$ cat src/rtl/flex_timer.sv
// Programmable down-counting timer with pause, stop, restart and auto-reload.
// Define FLEX_TIMER_PRESCALE_EN to slow the decrement tick to once every PRESCALE cycles.
module flex_timer #(
  parameter int WIDTH    = 4,
  parameter int PRESCALE = 4
) (
  input  logic             CLK,
  input  logic             nRST,
  input  logic             start,
  input  logic             stop,
  input  logic             pause,
  input  logic             auto_reload,
  input  logic [WIDTH-1:0] load_val,
  output logic [WIDTH-1:0] count_out,
  output logic             busy,
  output logic             done,
  output logic             expired
);

  typedef enum logic [1:0] {
    IDLE = 2'd0,
    RUN  = 2'd1,
    HOLD = 2'd2,
    DONE = 2'd3
  } state_t;

  if (PRESCALE < 1) begin : g_bad_prescale
    $error("flex_timer: PRESCALE must be >= 1");
  end

  state_t           state, state_n;
  logic [WIDTH-1:0] count_n;
  logic [WIDTH-1:0] reload_q, reload_n;
  logic             mode_q, mode_n;
  logic             done_n, expired_n, busy_n;
  logic             tick;

`ifdef FLEX_TIMER_PRESCALE_EN
  localparam int PW = (PRESCALE > 1) ? $clog2(PRESCALE) : 1;

  logic [PW-1:0] presc_q, presc_n;

  assign tick = (state == RUN) && (presc_q == PW'(PRESCALE - 1));

  // Prescale counter only runs in RUN; it restarts from zero on start, stop and HOLD entry
  always_comb begin
    presc_n = '0;
    if (!stop && !start && state == RUN && !pause && !tick)
      presc_n = presc_q + PW'(1);
  end

  always_ff @(posedge CLK or negedge nRST) begin
    if (!nRST)
      presc_q <= '0;
    else
      presc_q <= presc_n;
  end
`else
  assign tick = (state == RUN);
`endif

  // Priority is stop > start > pause > tick
  always_comb begin
    state_n   = state;
    count_n   = count_out;
    reload_n  = reload_q;
    mode_n    = mode_q;
    done_n    = 1'b0;
    expired_n = expired;

    if (stop) begin
      state_n   = IDLE;
      count_n   = '0;
      expired_n = 1'b0;
    end else if (start) begin
      reload_n  = load_val;
      mode_n    = auto_reload;
      expired_n = 1'b0;
      if (load_val == '0) begin
        state_n   = DONE;
        count_n   = '0;
        done_n    = 1'b1;
        expired_n = 1'b1;
      end else begin
        state_n = RUN;
        count_n = load_val;
      end
    end else begin
      case (state)
        RUN: begin
          if (pause) begin
            state_n = HOLD;
          end else if (tick) begin
            // Count of 1 (or an unexpected 0) expires instead of wrapping
            if (count_out <= WIDTH'(1)) begin
              done_n    = 1'b1;
              expired_n = 1'b1;
              if (mode_q) begin
                count_n = reload_q;
              end else begin
                count_n = '0;
                state_n = DONE;
              end
            end else begin
              count_n = count_out - WIDTH'(1);
            end
          end
        end
        HOLD: begin
          if (!pause)
            state_n = RUN;
        end
        DONE: begin
          count_n   = '0;
          expired_n = 1'b1;
        end
        default: begin
          state_n = IDLE;
        end
      endcase
    end

    busy_n = (state_n == RUN) || (state_n == HOLD);
  end

  always_ff @(posedge CLK or negedge nRST) begin
    if (!nRST) begin
      state     <= IDLE;
      count_out <= '0;
      reload_q  <= '0;
      mode_q    <= 1'b0;
      done      <= 1'b0;
      expired   <= 1'b0;
      busy      <= 1'b0;
    end else begin
      state     <= state_n;
      count_out <= count_n;
      reload_q  <= reload_n;
      mode_q    <= mode_n;
      done      <= done_n;
      expired   <= expired_n;
      busy      <= busy_n;
    end
  end

endmodule

$ cat config.mk
export PLATFORM = sky130hd
export DESIGN_NAME = flex_timer
export DESIGN_NICKNAME = d
export VERILOG_FILES = /design/src/rtl/flex_timer.sv
export SDC_FILE = /design/constraint.sdc
export NUM_CORES = 1
export LEC_CHECK = 0
export BUFFER_PORTS_ARGS = -buffer_cell sky130_fd_sc_hd__buf_2
export CAP_MARGIN = 20
export CORE_MARGIN = 3
export CORE_UTILIZATION = 50
export DETAILED_ROUTE_END_ITERATION = 16
export PLACE_DENSITY = 0.75
export SYNTH_ARGS = -nofsm -noshare
export SYNTH_HDL_FRONTEND = slang
export SYNTH_SLANG_ARGS = --single-unit
export TNS_END_PERCENT = 1
$ cat constraint.sdc
create_clock -name CLK -period 1.76 [get_ports CLK]
set_input_delay 0.352 -clock CLK [delete_from_list [all_inputs] [get_ports CLK]]
set_output_delay 0.352 -clock CLK [all_outputs]
set_load 0.03 [all_outputs]
Yosys cells after proc, flatten, opt, wreduce, memory -nomap -nowiden
Cells that the tools add are included.
{ "totals": {"regBits": 14} }
{ "op_classes": {"add_sub_neg": 1, "order_cmp": 1, "eq_ne": 7, "mux": 26, "bitwise_logic": 1, "reduce_logical": 6} }
{ "ops": {"columns": ["cell", "n"], "rows": [
  ["$mux W4", 6],
  ["$mux W2", 7],
  ["$mux W1", 10],
  ["$pmux W4 S2", 1],
  ["$eq A2 B2 Y1 const B", 3],
  ["$pmux W2 S3", 1],
  ["$eq A2 B1 Y1 const B", 2],
  ["$le A4 B1 Y1 const B", 1],
  ["$logic_not A4 Y1", 1],
  ["$ne A4 B3 Y1 const B", 1],
  ["$ne A4 B4 Y1 const B", 1],
  ["$reduce_and A2 Y1", 2],
  ["$reduce_bool A4 Y1", 1],
  ["$sub A4 B1 Y4 const B", 1],
  ["$reduce_and A3 Y1", 1],
  ["$pmux W1 S2", 1],
  ["$logic_or A1 B1 Y1", 1],
  ["$not A1 Y1", 1]
]} }

Logic depth before layout (Yosys ltp)
Gate-level depths: netlist (run 1).
{ "logic_depth": {"depth_word": 8, "depth_mapped": 6} }

Worst setup path before layout (run 1)
Ideal clock, no wire load.
{ "synth_timing": {"path_kind": "register -> register", "from": "register count_out[0]", "to": "register count_out[3]", "arrival_ns": 1.528, "required_ns": 1.637, "path_slack_ns": 0.108, "stages_incl_launch_ff": 7, "synth_period_minus_slack_ns": 1.652, "cell_sequence": "dfrtp_1 -> inv_1 -> ha_1 -> or2_2 -> o21bai_1 -> a221o_1 -> a21oi_1"} }
{ "synth_between": {"elab_chain_cells": 6, "elab_cells_between_ends": 7} }
{ "synth_lines": {"columns": ["item", "line_no", "source"], "rows": [
  ["start, declared", "14", "output logic [WIDTH-1:0] count_out,"],
  ["start signal, assigned", "137", "count_out <= count_n;"],
  ["$sub A4 B1 Y4 / $le A4 B1 Y1 (equally long branches)", "105, 95", null],
  ["$mux W4 (*)", "95", "if (count_out <= WIDTH'(1)) begin"],
  ["$mux W4 (*)", "91", "if (pause) begin"],
  ["$pmux W4 S2 (*)", "89", "case (state)"],
  ["$mux W4 (*)", "75", "end else if (start) begin"],
  ["$mux W4 (*)", "71", "if (stop) begin"]
]} }
Every way passes the cells marked *; elsewhere a longest branch is shown, timed or not. The select of a mux whose other input is x is not followed.
A chain may end at the register's enable or synchronous reset.

Final worst setup path (run 1)
{ "layout_timing": {"from": "register count_out[0]", "to": "register busy"} }
{ "layout_between": {"elab_chain_cells": 8, "elab_cells_between_ends": 9} }
{ "layout_lines": {"columns": ["item", "line_no", "source"], "rows": [
  ["$le A4 B1 Y1 (*)", "95", null],
  ["$mux W2 (*)", "95", null],
  ["$mux W2 (*)", "91", null],
  ["$pmux W2 S3 (*)", "89", null],
  ["$mux W2 (*)", "75", null],
  ["$mux W2 (*)", "71", null],
  ["$eq A2 B1 Y1 / $eq A2 B2 Y1 (equally long branches)", "123", "busy_n = (state_n == RUN) || (state_n == HOLD);"],
  ["$logic_or A1 B1 Y1 (*)", "123", null],
  ["named net busy_n", "35", "logic done_n, expired_n, busy_n;"],
  ["end signal, assigned", "142", "busy <= busy_n;"],
  ["end, declared", "15", "output logic busy,"]
]} }
The timed path passes the listed nets; every way through them passes the cells marked *.

==> results.txt, run 1 <==
----------------------------------------------------
[Outcome]
  Outcome ... complete, no violations

[Worst hold path]
  Class of the most critical hold timing path ... in -> reg
  Number of cells on the worst hold path ... 2

[Synthesis]
  Basic-gate share of the synthesized area counting and, or, nand and nor cells ... 15.4%
  Main combinational cell family by area after synthesis ... compound AO/OA/AOI/OAI gates
  Cell types occupying the most area after synthesis ... dfrtp_1 45%, mux2_2 7.2%, a21oi_1 5.1%, nor2_1 4.3%, o21ai_0 3.9%
  Number of synthesized flops with an enable pin ... 0
  Count of different cell masters after synthesis ... 29
  Cell taking the most area after synthesis ... dfrtp_1
  Most numerous cell in the Yosys netlist ... dfrtp_1
  Post-Synth XOR/XNOR Area ... 1.13%
  Async set-reset flop share out of synthesis ... 100%
  Sequential fraction of the synthesis area ... 45.0%
  Compound-cell area share of the yosys netlist ... 22.7%
  Predominant post-synthesis flop cell ... dfrtp_1
  Area share of the largest cell type after synthesis ... 45.0%
  Post-synthesis share of cell area spent on full adders, half adders and majority gates ... 4.66%
  Net count after synthesis ... 95
  Yosys synthesis warning count ... 0
  Flops & latches, synth ... 14
  Gate count of the mapped netlist ... 83
  Proportion of synthesized area in mux cells ... 7.23%
  Synth cell count leaders ... 14 x dfrtp_1, 9 x nor2_1, 8 x a21oi_1
  Mean instance size in the synthesized netlist ... 9.38 µm²
  Area of the mapped netlist ... 778 µm²

[GRT]
  Number of global-route vias before repair ... 668
  Gr ovfl total ... 0
  Initial antenna violation count ... 0
  Wire length of the first global-routing pass ... 2840 µm
  Pin count of the biggest net entering global routing ... 15
  Total Routing Usage GR ... 19.6%

[Drt]
  Overall routed net length ... 1740 µm
  Count of vias placed by the detailed router ... 713
  TritonRoute pass-1 iters ... 4
  Routed length per placed instance ... 14.6 µm
  First-iteration detailed-routing DRC count ... 20
  Antenna violation net count after detailed routing ... 0
  Avg Vias per Cell ... 5.99
  Detailed-route DRC error count ... 0

[Placement]
  Count of input and output buffers ... 16
  Global placement routability congestion ... 0.800
  Post-Place Cell Area ... 877 µm²
  Detailed placer's ending HPWL ... 1290 µm
  Worst setup slack after placement ... 0.182 ns

[Floorplan]
  Num ports ... 17
  Floorplan die width ... 45.5 µm
  Y dimension of the die ... 45.5 µm
  Floorplan core area ... 0.00138 mm²
  Area of the die ... 0.00207 mm²
  Initial cell density of the core ... 56.3%
  Number of rows created at floorplan ... 13

[Clocking]
  TritonCTS clock tree ... yes
  Clock tree buffer depth ... 2
  Reg clk slew, reported paths ... 0.10 ns
  Latest clock arrival within the worst-skew pair ... 0.29 ns
  Clk sinks ... 14
  Cts bufs inserted ... 3
  H-Tree Depth ... 1
  Total setup buffers inserted after CTS ... 0
  Clock Root Buffer ... clkbuf_4

[Critical path]
  Cell breakdown of the critical path ... inv_1, ha_1, nor2_1, nor4_1, o21bai_1, xnor2_1
  Worst endpoint data arrival time ... 1.72 ns
  Kind of capture point of the worst setup path ... flop
  Category of the critical setup timing path ... reg -> reg
  Critical path data required time ... 1.93 ns
  Kind of start point of the critical path ... flop
  Slowest cell on crit path ... dfrtp_2
  Depth of the worst register-to-register path ... 6
  Worst stage delay on the critical path ... 0.45 ns
  Critical Path Fanout Max ... 6

[STA]
  Hold slack final ... 0.288 ns
  Final setup violation count ... 0
  Period minus WS final ... 1.55 ns
  Worst rel slew slack ... 78.2%
  Final Hold Fails ... 0
  Number of pins with negative max-slew slack in the final report ... 0
  Setup TNS ... 0 ns
  Worst clock skew ... 0.00872 ns
  RSZ-0062 raised after global routing ... no
  Setup slack of the critical path after layout ... 0.207 ns
  Share of the clock period used by the worst path ... 88.3%
  Least-Margin Pin Slew ... 0.327 ns
  Peak clock frequency supported by timing ... 0.644 GHz

[Finish]
  Fraction of layout instances using a drive strength above 1 ... 31.7%
  Util after Layout ... 66.9%
  Diode count ... 0
  Filler cell count in the final layout ... 120
  Final instance area ... 925 µm²
  Number of nets in the final layout ... 117
  Growth of design area from synthesis to finish ... 18.8%

[Run]
  Number of max-cap violations ... 0

[Pwr]
  Largest vdd supply drop ... 0.000572 V
  Cell leakage power ... 0.434 nW
  Power density of the placed cells ... 952 mW/mm²

----------------------------------------------------
==> routing by layer <==
layer | up-vias | GRT usage [%] | share of wire [%]
li1 | 339 | - | -
met1 | 328 | 23.4 | 42
met2 | 37 | 30.6 | 47
met3 | 9 | 5.53 | 8.1
met4 | 0 | 12.3 | 3.1
met5 | - | 0 | 0
==> state kept, by name, indices dropped and copies added, names as in the netlist <==
signal / flops
expired: 1
state: 2
reload_q: 4
busy: 1
count_out: 4
done: 1
mode_q: 1
==> final timing paths <==
path,from,to,slack [ns]
worst max-delay path,count_out[0]$_DFFE_PN0P_,busy$_DFF_PN0_,0.21
worst min-delay path,auto_reload,mode_q$_DFFE_PN0P_,0.29
worst max register to register,count_out[0]$_DFFE_PN0P_,busy$_DFF_PN0_,0.21
worst min register to register,expired$_DFFE_PN0P_,expired$_DFFE_PN0P_,0.51
max in group asynchronous,nRST,count_out[0]$_DFFE_PN0P_,1.02
min in group asynchronous,nRST,reload_q[0]$_DFFE_PN0P_,0.48
==> what timing repair did <==
item / in CTS / in global routing
gates resized for setup: 0 / 1
hold buffers: 1 / 0
endpoints found under the hold margin: 14 / 0
setup endpoints to repair: 0 / 1
==> logic make-up after synthesis <==
logic type,after synthesis
and+or+nand+nor,25
muxes,5
buffers and inverters,8
AOI/OAI and AO/OA,27
adders and majority gates,3
DFF,14
xor gates and xnor gates,1
==> power breakdown <==
group	leakage [nW]	switching (W)	total, W	internal (W)
sequential	0.172	0.0000389	0.000399	0.000360
clock	0.0210	0.000115	0.000241	0.000126
combinational	0.241	0.000146	0.000240	0.0000938
==> through the flow <==
stage	total power, W	cells
6_report	0.000881	119
5_1_grt	0.000930	119
4_1_cts	0.000881	119
3_5_place_dp	0.000641	114
3_3_place_gp	0.000633	114
2_1_floorplan	0.000564	83
==> cell usage in the layout, fill, tap and decap left out, drive strengths merged, types with 2 or more instances in the layout <==
master / n
o21bai: 3
a211oi: 2
clkbuf: 4
nor3: 2
inv: 8
nor4: 2
o21ai: 7
nand2b: 2
ha: 2
dfrtp: 14
nand2: 5
nor2: 9
or2: 2
a21oi: 9
mux2: 5
buf: 16
==> critical path: cells and delay by family (launching register included) <==
kind            cells  cell delay, ns
compound gates      1            0.16
fa+ha+maj           1            0.21
buf+inv             1            0.09
xor+xnor            1            0.15
simple gates        2            0.37
flops               1            0.45
==> cell type report <==
class,instances,area (µm²),share of cell area (%)
multi-input cells,61,398,43.0
flip-flops and latches,14,352,38.0
repair buffers,17,90.1,9.74
clock buffers,4,36.3,3.92
inverters,8,30.0,3.25
well taps,15,18.8,2.03
No activity file was read; power rests on OpenSTA's default activity.
==> run 2: changes to the inputs <==
Settings changed: CAP_MARGIN 20 to not set, CORE_UTILIZATION 50 to 51, CTS_CLUSTER_DIAMETER set to 60, PLACE_DENSITY 0.75 to 0.77.
==> results.txt, run 2 (synthesized netlist as in run 1, its figures left out) <==
----------------------------------------------------
[Outcome]
  Outcome ... complete, no violations

[Placement]
  Global placement routability congestion ... 0.807 (+0.98%)
  Post-Place Cell Area ... 877 µm² (unchanged)
  Number of placed cells counting well taps ... 114 (unchanged)
  Count of input and output buffers ... 16 (unchanged)
  Worst setup slack after placement ... 0.215 ns (+0.0335 ns)
  Detailed placer's ending HPWL ... 1210 µm (-6.3%)

[Finish]
  Post-route insts no fill ... 118 (-0.84%)
  Final instance area ... 910 µm² (-1.6%)
  Commonest cells after routing, fill and taps aside ... 16 x buf_2, 14 x dfrtp_1, 9 x nor2_1
  Growth of design area from synthesis to finish ... 16.9%
  Area taken by flip-flops and latches ... 350 µm² (-0.36%)
  Diode count ... 0 (unchanged)
  Largest registers ... count_out (4), reload_q (4), state (2)
  Combined area of the multi-input logic cells ... 398 µm² (unchanged)
  Filler cell count in the final layout ... 122 (+1.7%)
  Fraction of layout instances using a drive strength above 1 ... 30.1% (-1.6 points)
  Number of nets in the final layout ... 117 (unchanged)
  Most common cell after layout, fill and taps aside ... buf_2

[Clocking]
  Cts bufs inserted ... 3 (unchanged)
  Clk sinks ... 14 (unchanged)
  Cts repair resizes ... 0 (unchanged)
  TritonCTS clock tree ... yes
  Clock tree buffer depth ... 2 (unchanged)
  Clock Root Buffer ... clkbuf_4
  Latest clock arrival within the worst-skew pair ... 0.28 ns (about the same)
  Reg clk slew, reported paths ... 0.09 ns (about the same)
  H-Tree Depth ... 1 (unchanged)

[GRT]
  Wire length of the first global-routing pass ... 2610 µm (-8.2%)
  Pin count of the biggest net entering global routing ... 15 (unchanged)
  Initial antenna violation count ... 0 (unchanged)
  Gr ovfl total ... 0 (unchanged)
  Number of global-route vias before repair ... 636 (-4.8%)
  Total Routing Usage GR ... 17.8% (-1.8 points)

[STA]
  Share of the clock period used by the worst path ... 90.4% (+2.1 points)
  Least-Margin Pin Slew ... 0.309 ns (-0.0184 ns)
  Worst rel slew slack ... 79.4% (+1.2 points)
  Worst clock skew ... 0.00841 ns (-0.000307 ns)
  Setup slack of the critical path after layout ... 0.170 ns (-0.0367 ns)
  Setup TNS ... 0 ns (unchanged)
  Period minus WS final ... 1.59 ns (+0.0367 ns)
  RSZ-0062 raised after global routing ... no
  Number of pins with negative max-slew slack in the final report ... 0 (unchanged)
  Final Hold Fails ... 0 (unchanged)
  Peak clock frequency supported by timing ... 0.629 GHz (-2.3%)
  Final setup violation count ... 0 (unchanged)

[Floorplan]
  Initial cell density of the core ... 57.0% (+0.67 points)
  Y dimension of the die ... 45.1 µm (-0.85%)
  Area of the die ... 0.00203 mm² (-1.7%)
  Number of rows created at floorplan ... 13 (unchanged)
  Floorplan die width ... 45.1 µm (-0.85%)
  Floorplan core area ... 0.00137 mm² (-1.2%)
  Num ports ... 17 (unchanged)

[Drt]
  Avg Vias per Cell ... 5.92 (-1.1%)
  TritonRoute pass-1 iters ... 4 (unchanged)
  First-iteration detailed-routing DRC count ... 19 (-5.0%)
  Detailed-route DRC error count ... 0 (unchanged)
  Count of vias placed by the detailed router ... 699 (-2.0%)
  Antenna violation net count after detailed routing ... 0 (unchanged)
  Overall routed net length ... 1630 µm (-6.1%)
  Routed length per placed instance ... 13.8 µm (-5.3%)

[Worst hold path]
  Class of the most critical hold timing path ... in -> reg

[Pwr]
  Power density of the placed cells ... 902 mW/mm² (-5.3%)
  Cell leakage power ... 0.428 nW (-1.4%)
  Largest vdd supply drop ... 0.000630 V (+10%)
  Total power of the final layout ... 0.000820 W (-6.8%)

[Critical path]
  Kind of start point of the critical path ... flop
  Critical path data required time ... 1.98 ns (+0.05 ns)
  Kind of capture point of the worst setup path ... flop
  Category of the critical setup timing path ... reg -> reg
  Worst endpoint data arrival time ... 1.81 ns (+0.09 ns)
  Critical Path Fanout Max ... 6 (unchanged)

[Run]
  Number of max-cap violations ... 0 (unchanged)

----------------------------------------------------
run 2: cell count changes in the layout (fill, tap and decap cells not counted):
cell	change
dfrtp_1	+1
dfrtp_2	-1
clkbuf_8	-1
run 2: repair_timing:
action / in CTS / in global routing
hold buffers: 1 / 0
hold endpoints to repair: 14 / 0
buffers inserted: 0 / 0
run 2: worst paths after layout:
check / from / to / slack, ns / cells past startpoint
worst max-delay path: count_out[0]$_DFFE_PN0P_ / count_out[3]$_DFFE_PN0P_ / 0.17 / 6
worst min-delay path: auto_reload / mode_q$_DFFE_PN0P_ / 0.30 / 2
worst max register to register: count_out[0]$_DFFE_PN0P_ / count_out[3]$_DFFE_PN0P_ / 0.17 / 6
worst min register to register: expired$_DFFE_PN0P_ / expired$_DFFE_PN0P_ / 0.51 / 2
max in group asynchronous: nRST / state[0]$_DFF_PN0_ / 1.04 / 2
min in group asynchronous: nRST / count_out[3]$_DFFE_PN0P_ / 0.48 / 2
run 2: power by group:
group          switching (W)  leakage (nW)  internal [W]
Sequential         0.0000369         0.173      0.000360
Clock               0.000105        0.0138     0.0000794
Combinational       0.000146         0.241     0.0000941
Total               0.000287         0.428      0.000533
run 2: area by class of cell:
class / count / area share [%]
tap: 15 / 2.06
clock buffer: 3 / 2.48
inverter: 8 / 3.30
timing repair buffer: 17 / 9.90
multi-input combinational: 61 / 43.7
sequential: 14 / 38.5
run 2: layer usage:
layer / up-vias / wire length (µm) / track usage [%]
met2: 28 / 740 / 26.8
met5: - / 0 / 0
met4: 0 / 25 / 8.19
met1: 325 / 744 / 24.4
li1: 341 / - / -
met3: 5 / 120 / 3.59
run 2: per-stage QoR:
step           hold WS [ns]  util [%]
2_1_floorplan        0.0564         -
3_3_place_gp          0.261      64.2
3_5_place_dp          0.262      64.2
4_1_cts               0.299      66.6
5_1_grt               0.314      66.6
6_report              0.297      66.6
run 2: critical path, stage by stage, from the launching register on:
cell and delay [ns]:
dfrtp_1 0.43, inv_1 0.09, ha_1 0.24, nor2_1 0.20
nor2_1 0.13, a221o_1 0.33, a21oi_1 0.12
==> run 3: changes to the inputs <==
Settings changed: CORE_UTILIZATION 51 to 46, PLACE_DENSITY 0.77 to 0.73.
Clock period 1.76 ns to 1.4 ns, I/O delays scaled along.
==> results.txt, run 3 (synthesized netlist as in run 1, its figures left out) <==
----------------------------------------------------
[Floorplan]
  Area of the die ... 0.00222 mm² (+9.4%)
  Number of rows created at floorplan ... 14 (+1)
  Initial cell density of the core ... 50.5% (-6.5 points)
  Floorplan core area ... 0.00154 mm² (+13%)
  Y dimension of the die ... 47.1 µm (+4.6%)
  Num ports ... 17 (unchanged)
  Floorplan die width ... 47.1 µm (+4.6%)

[Critical path]
  Worst stage delay on the critical path ... 0.47 ns (+0.04 ns)
  Critical path data required time ... 1.62 ns (-0.36 ns)
  Kind of start point of the critical path ... flop
  Category of the critical setup timing path ... reg -> reg
  Cell type group with the largest total delay on the critical path ... compound AO/OA/AOI/OAI gates
  Cell breakdown of the critical path ... inv_2, ha_4, or2_4, o21bai_1, a221o_1, a21oi_2
  Slowest cell on crit path ... dfrtp_2
  Buffering stage count on the worst path with inverters included ... 1 (unchanged)
  Critical Path Fanout Max ... 6 (unchanged)
  Worst endpoint data arrival time ... 1.63 ns (-0.18 ns)
  Kind of capture point of the worst setup path ... flop

[Pwr]
  Power density of the placed cells ... 1150 mW/mm² (+28%)
  Net switching power ... 0.000394 W (+37%)
  Largest vdd supply drop ... 0.000898 V (+43%)
  Cell leakage power ... 0.457 nW (+6.8%)
  Sequential power share ... 42.4% (-6.0 points)
  Clk network pwr share ... 25.2% (+2.8 points)
  Internal Power ... 0.000775 W (+45%)
  Comb pwr share ... 32.4% (+3.2 points)
  Switching part of the total power ... 33.7% (-1.3 points)

[Finish]
  Util after Layout ... 65.8% (-0.75 points)
  Final instance area ... 0.00101 mm² (+12%)
  Diode count ... 0 (unchanged)
  Most common cell after layout, fill and taps aside ... buf_2
  Largest registers ... count_out (4), reload_q (4), state (2)
  Number of nets in the final layout ... 122 (+4.3%)
  Growth of design area from synthesis to finish ... 30.4%
  Commonest cells after routing, fill and taps aside ... 16 x buf_2, 10 x dfrtp_1, 7 x a21oi_1, 7 x nor2_1, 6 x o21ai_0
  Fraction of layout instances using a drive strength above 1 ... 45.0% (+15 points)

[Placement]
  Count of input and output buffers ... 16 (unchanged)
  Detailed placer's ending HPWL ... 1360 µm (+13%)
  Post-Place Cell Area ... 957 µm² (+9.1%)
  Global placement routability congestion ... 0.838 (+3.8%)

[Outcome]
  Violations in the final reports ... setup timing
  Outcome ... finished, violations left

[Clocking]
  Clk sinks ... 14 (unchanged)
  TritonCTS clock tree ... yes
  Reg clk slew, reported paths ... 0.09 ns (about the same)
  Latest clock arrival within the worst-skew pair ... 0.29 ns (about the same)
  Clock Root Buffer ... clkbuf_4
  Clock tree buffer depth ... 2 (unchanged)
  Cts bufs inserted ... 3 (unchanged)
  H-Tree Depth ... 1 (unchanged)

[Drt]
  TritonRoute pass-1 iters ... 4 (unchanged)
  Antenna violation net count after detailed routing ... 0 (unchanged)
  Detailed-route DRC error count ... 0 (unchanged)
  First-iteration detailed-routing DRC count ... 40 (+21)
  Routed length per placed instance ... 14.0 µm (+1.4%)
  Count of vias placed by the detailed router ... 722 (+3.3%)
  Overall routed net length ... 1750 µm (+7.4%)
  Avg Vias per Cell ... 5.78 (-2.5%)

[STA]
  Final setup violation count ... 1 (+1)
  Number of pins with negative max-slew slack in the final report ... 0 (unchanged)
  RSZ-0062 raised after global routing ... yes
  Period minus WS final ... 1.41 ns (-0.182 ns)
  Share of the clock period used by the worst path ... 101% (+10 points)
  Worst clock skew ... 0.00491 ns (-0.00350 ns)
  Hold slack final ... 0.217 ns (-0.0791 ns)
  Final Hold Fails ... 0 (unchanged)
  Peak clock frequency supported by timing ... 0.710 GHz (+13%)
  Setup TNS ... -0.00777 ns (-0.00777 ns)
  Setup slack of the critical path after layout ... -0.00777 ns (-0.178 ns)
  Worst rel slew slack ... 80.3% (+0.90 points)
  Least-Margin Pin Slew ... 0.292 ns (-0.0172 ns)

[GRT]
  Wire length of the first global-routing pass ... 2860 µm (+9.5%)
  Pin count of the biggest net entering global routing ... 15 (unchanged)
  Initial antenna violation count ... 0 (unchanged)
  Number of global-route vias before repair ... 645 (+1.4%)
  Total Routing Usage GR ... 18.8% (+1.0 points)
  Gr ovfl total ... 0 (unchanged)

[Worst hold path]
  Class of the most critical hold timing path ... in -> reg

[Run]
  Number of max-cap violations ... 0 (unchanged)

----------------------------------------------------
run 3: layout make-up:
| cell class | instances | area [µm²] |
|---|---|---|
| inverters | 8 | 30.0 |
| repair buffers | 22 | 128 |
| well taps | 16 | 20.0 |
| flip-flops and latches | 14 | 355 |
| clock buffers | 4 | 36.3 |
| multi-input cells | 61 | 445 |
| fillers | 131 | 527 |
run 3: path summary, 6_finish.rpt:
| kind | start | end | slack [ns] | cells after the start |
|---|---|---|---|---|
| setup / recovery | count_out[0]$_DFFE_PN0P_ | count_out[3]$_DFFE_PN0P_ | -0.008 | 6 |
| hold / removal | auto_reload | mode_q$_DFFE_PN0P_ | 0.22 | 2 |
| setup reg to reg | count_out[0]$_DFFE_PN0P_ | count_out[3]$_DFFE_PN0P_ | -0.008 | 6 |
| hold reg to reg | expired$_DFFE_PN0P_ | expired$_DFFE_PN0P_ | 0.51 | 2 |
| max in group asynchronous | nRST | count_out[0]$_DFFE_PN0P_ | 0.74 | 2 |
| min in group asynchronous | nRST | count_out[2]$_DFFE_PN0P_ | 0.41 | 2 |
run 3: repair_timing:
item | 4_1_cts | 5_1_grt
endpoints found under the setup margin | 0 | 5
endpoints found under the hold margin | 14 | 0
hold buffers | 1 | 0
gates resized for setup | 0 | 3
setup buffers | 0 | 0
run 3: worst register-to-register path, stage by stage (launching register included):
cell and delay [ns]:
dfrtp_2 0.47, inv_2 0.10, ha_4 0.16, or2_4 0.13
o21bai_1 0.06, a221o_1 0.33, a21oi_2 0.11
run 3: power groups by stage:
| stage | sequential, W | clock [W] | combinational (W) |
|---|---|---|---|
| floorplan | 0.000552 | 0 | 0.000197 |
| global placement | 0.000499 | 0 | 0.000362 |
| detailed placement | 0.000502 | 0 | 0.000370 |
| CTS | 0.000494 | 0.000299 | 0.000374 |
| global route | 0.000504 | 0.000309 | 0.000418 |
| finish | 0.000496 | 0.000294 | 0.000379 |
run 3: layer usage:
layer | share of wire, % | global-route usage (%) | vias up
li1 | - | - | 352
met4 | 2.3 | 11.0 | 0
met1 | 44 | 25.6 | 332
met3 | 7.3 | 2.30 | 5
met2 | 46 | 28.5 | 33
met5 | 0 | 0 | -
run 3: stage by stage:
stage / power [W] / std cells / setup slack, ns
global placement: 0.000862 / 120 / 0.0584
detailed placement: 0.000872 / 120 / 0.0226
finish: 0.00117 / 125 / -0.00777
CTS: 0.00117 / 125 / 0.00403
global route: 0.00123 / 125 / -0.0695
floorplan: 0.000749 / 83 / -0.0144
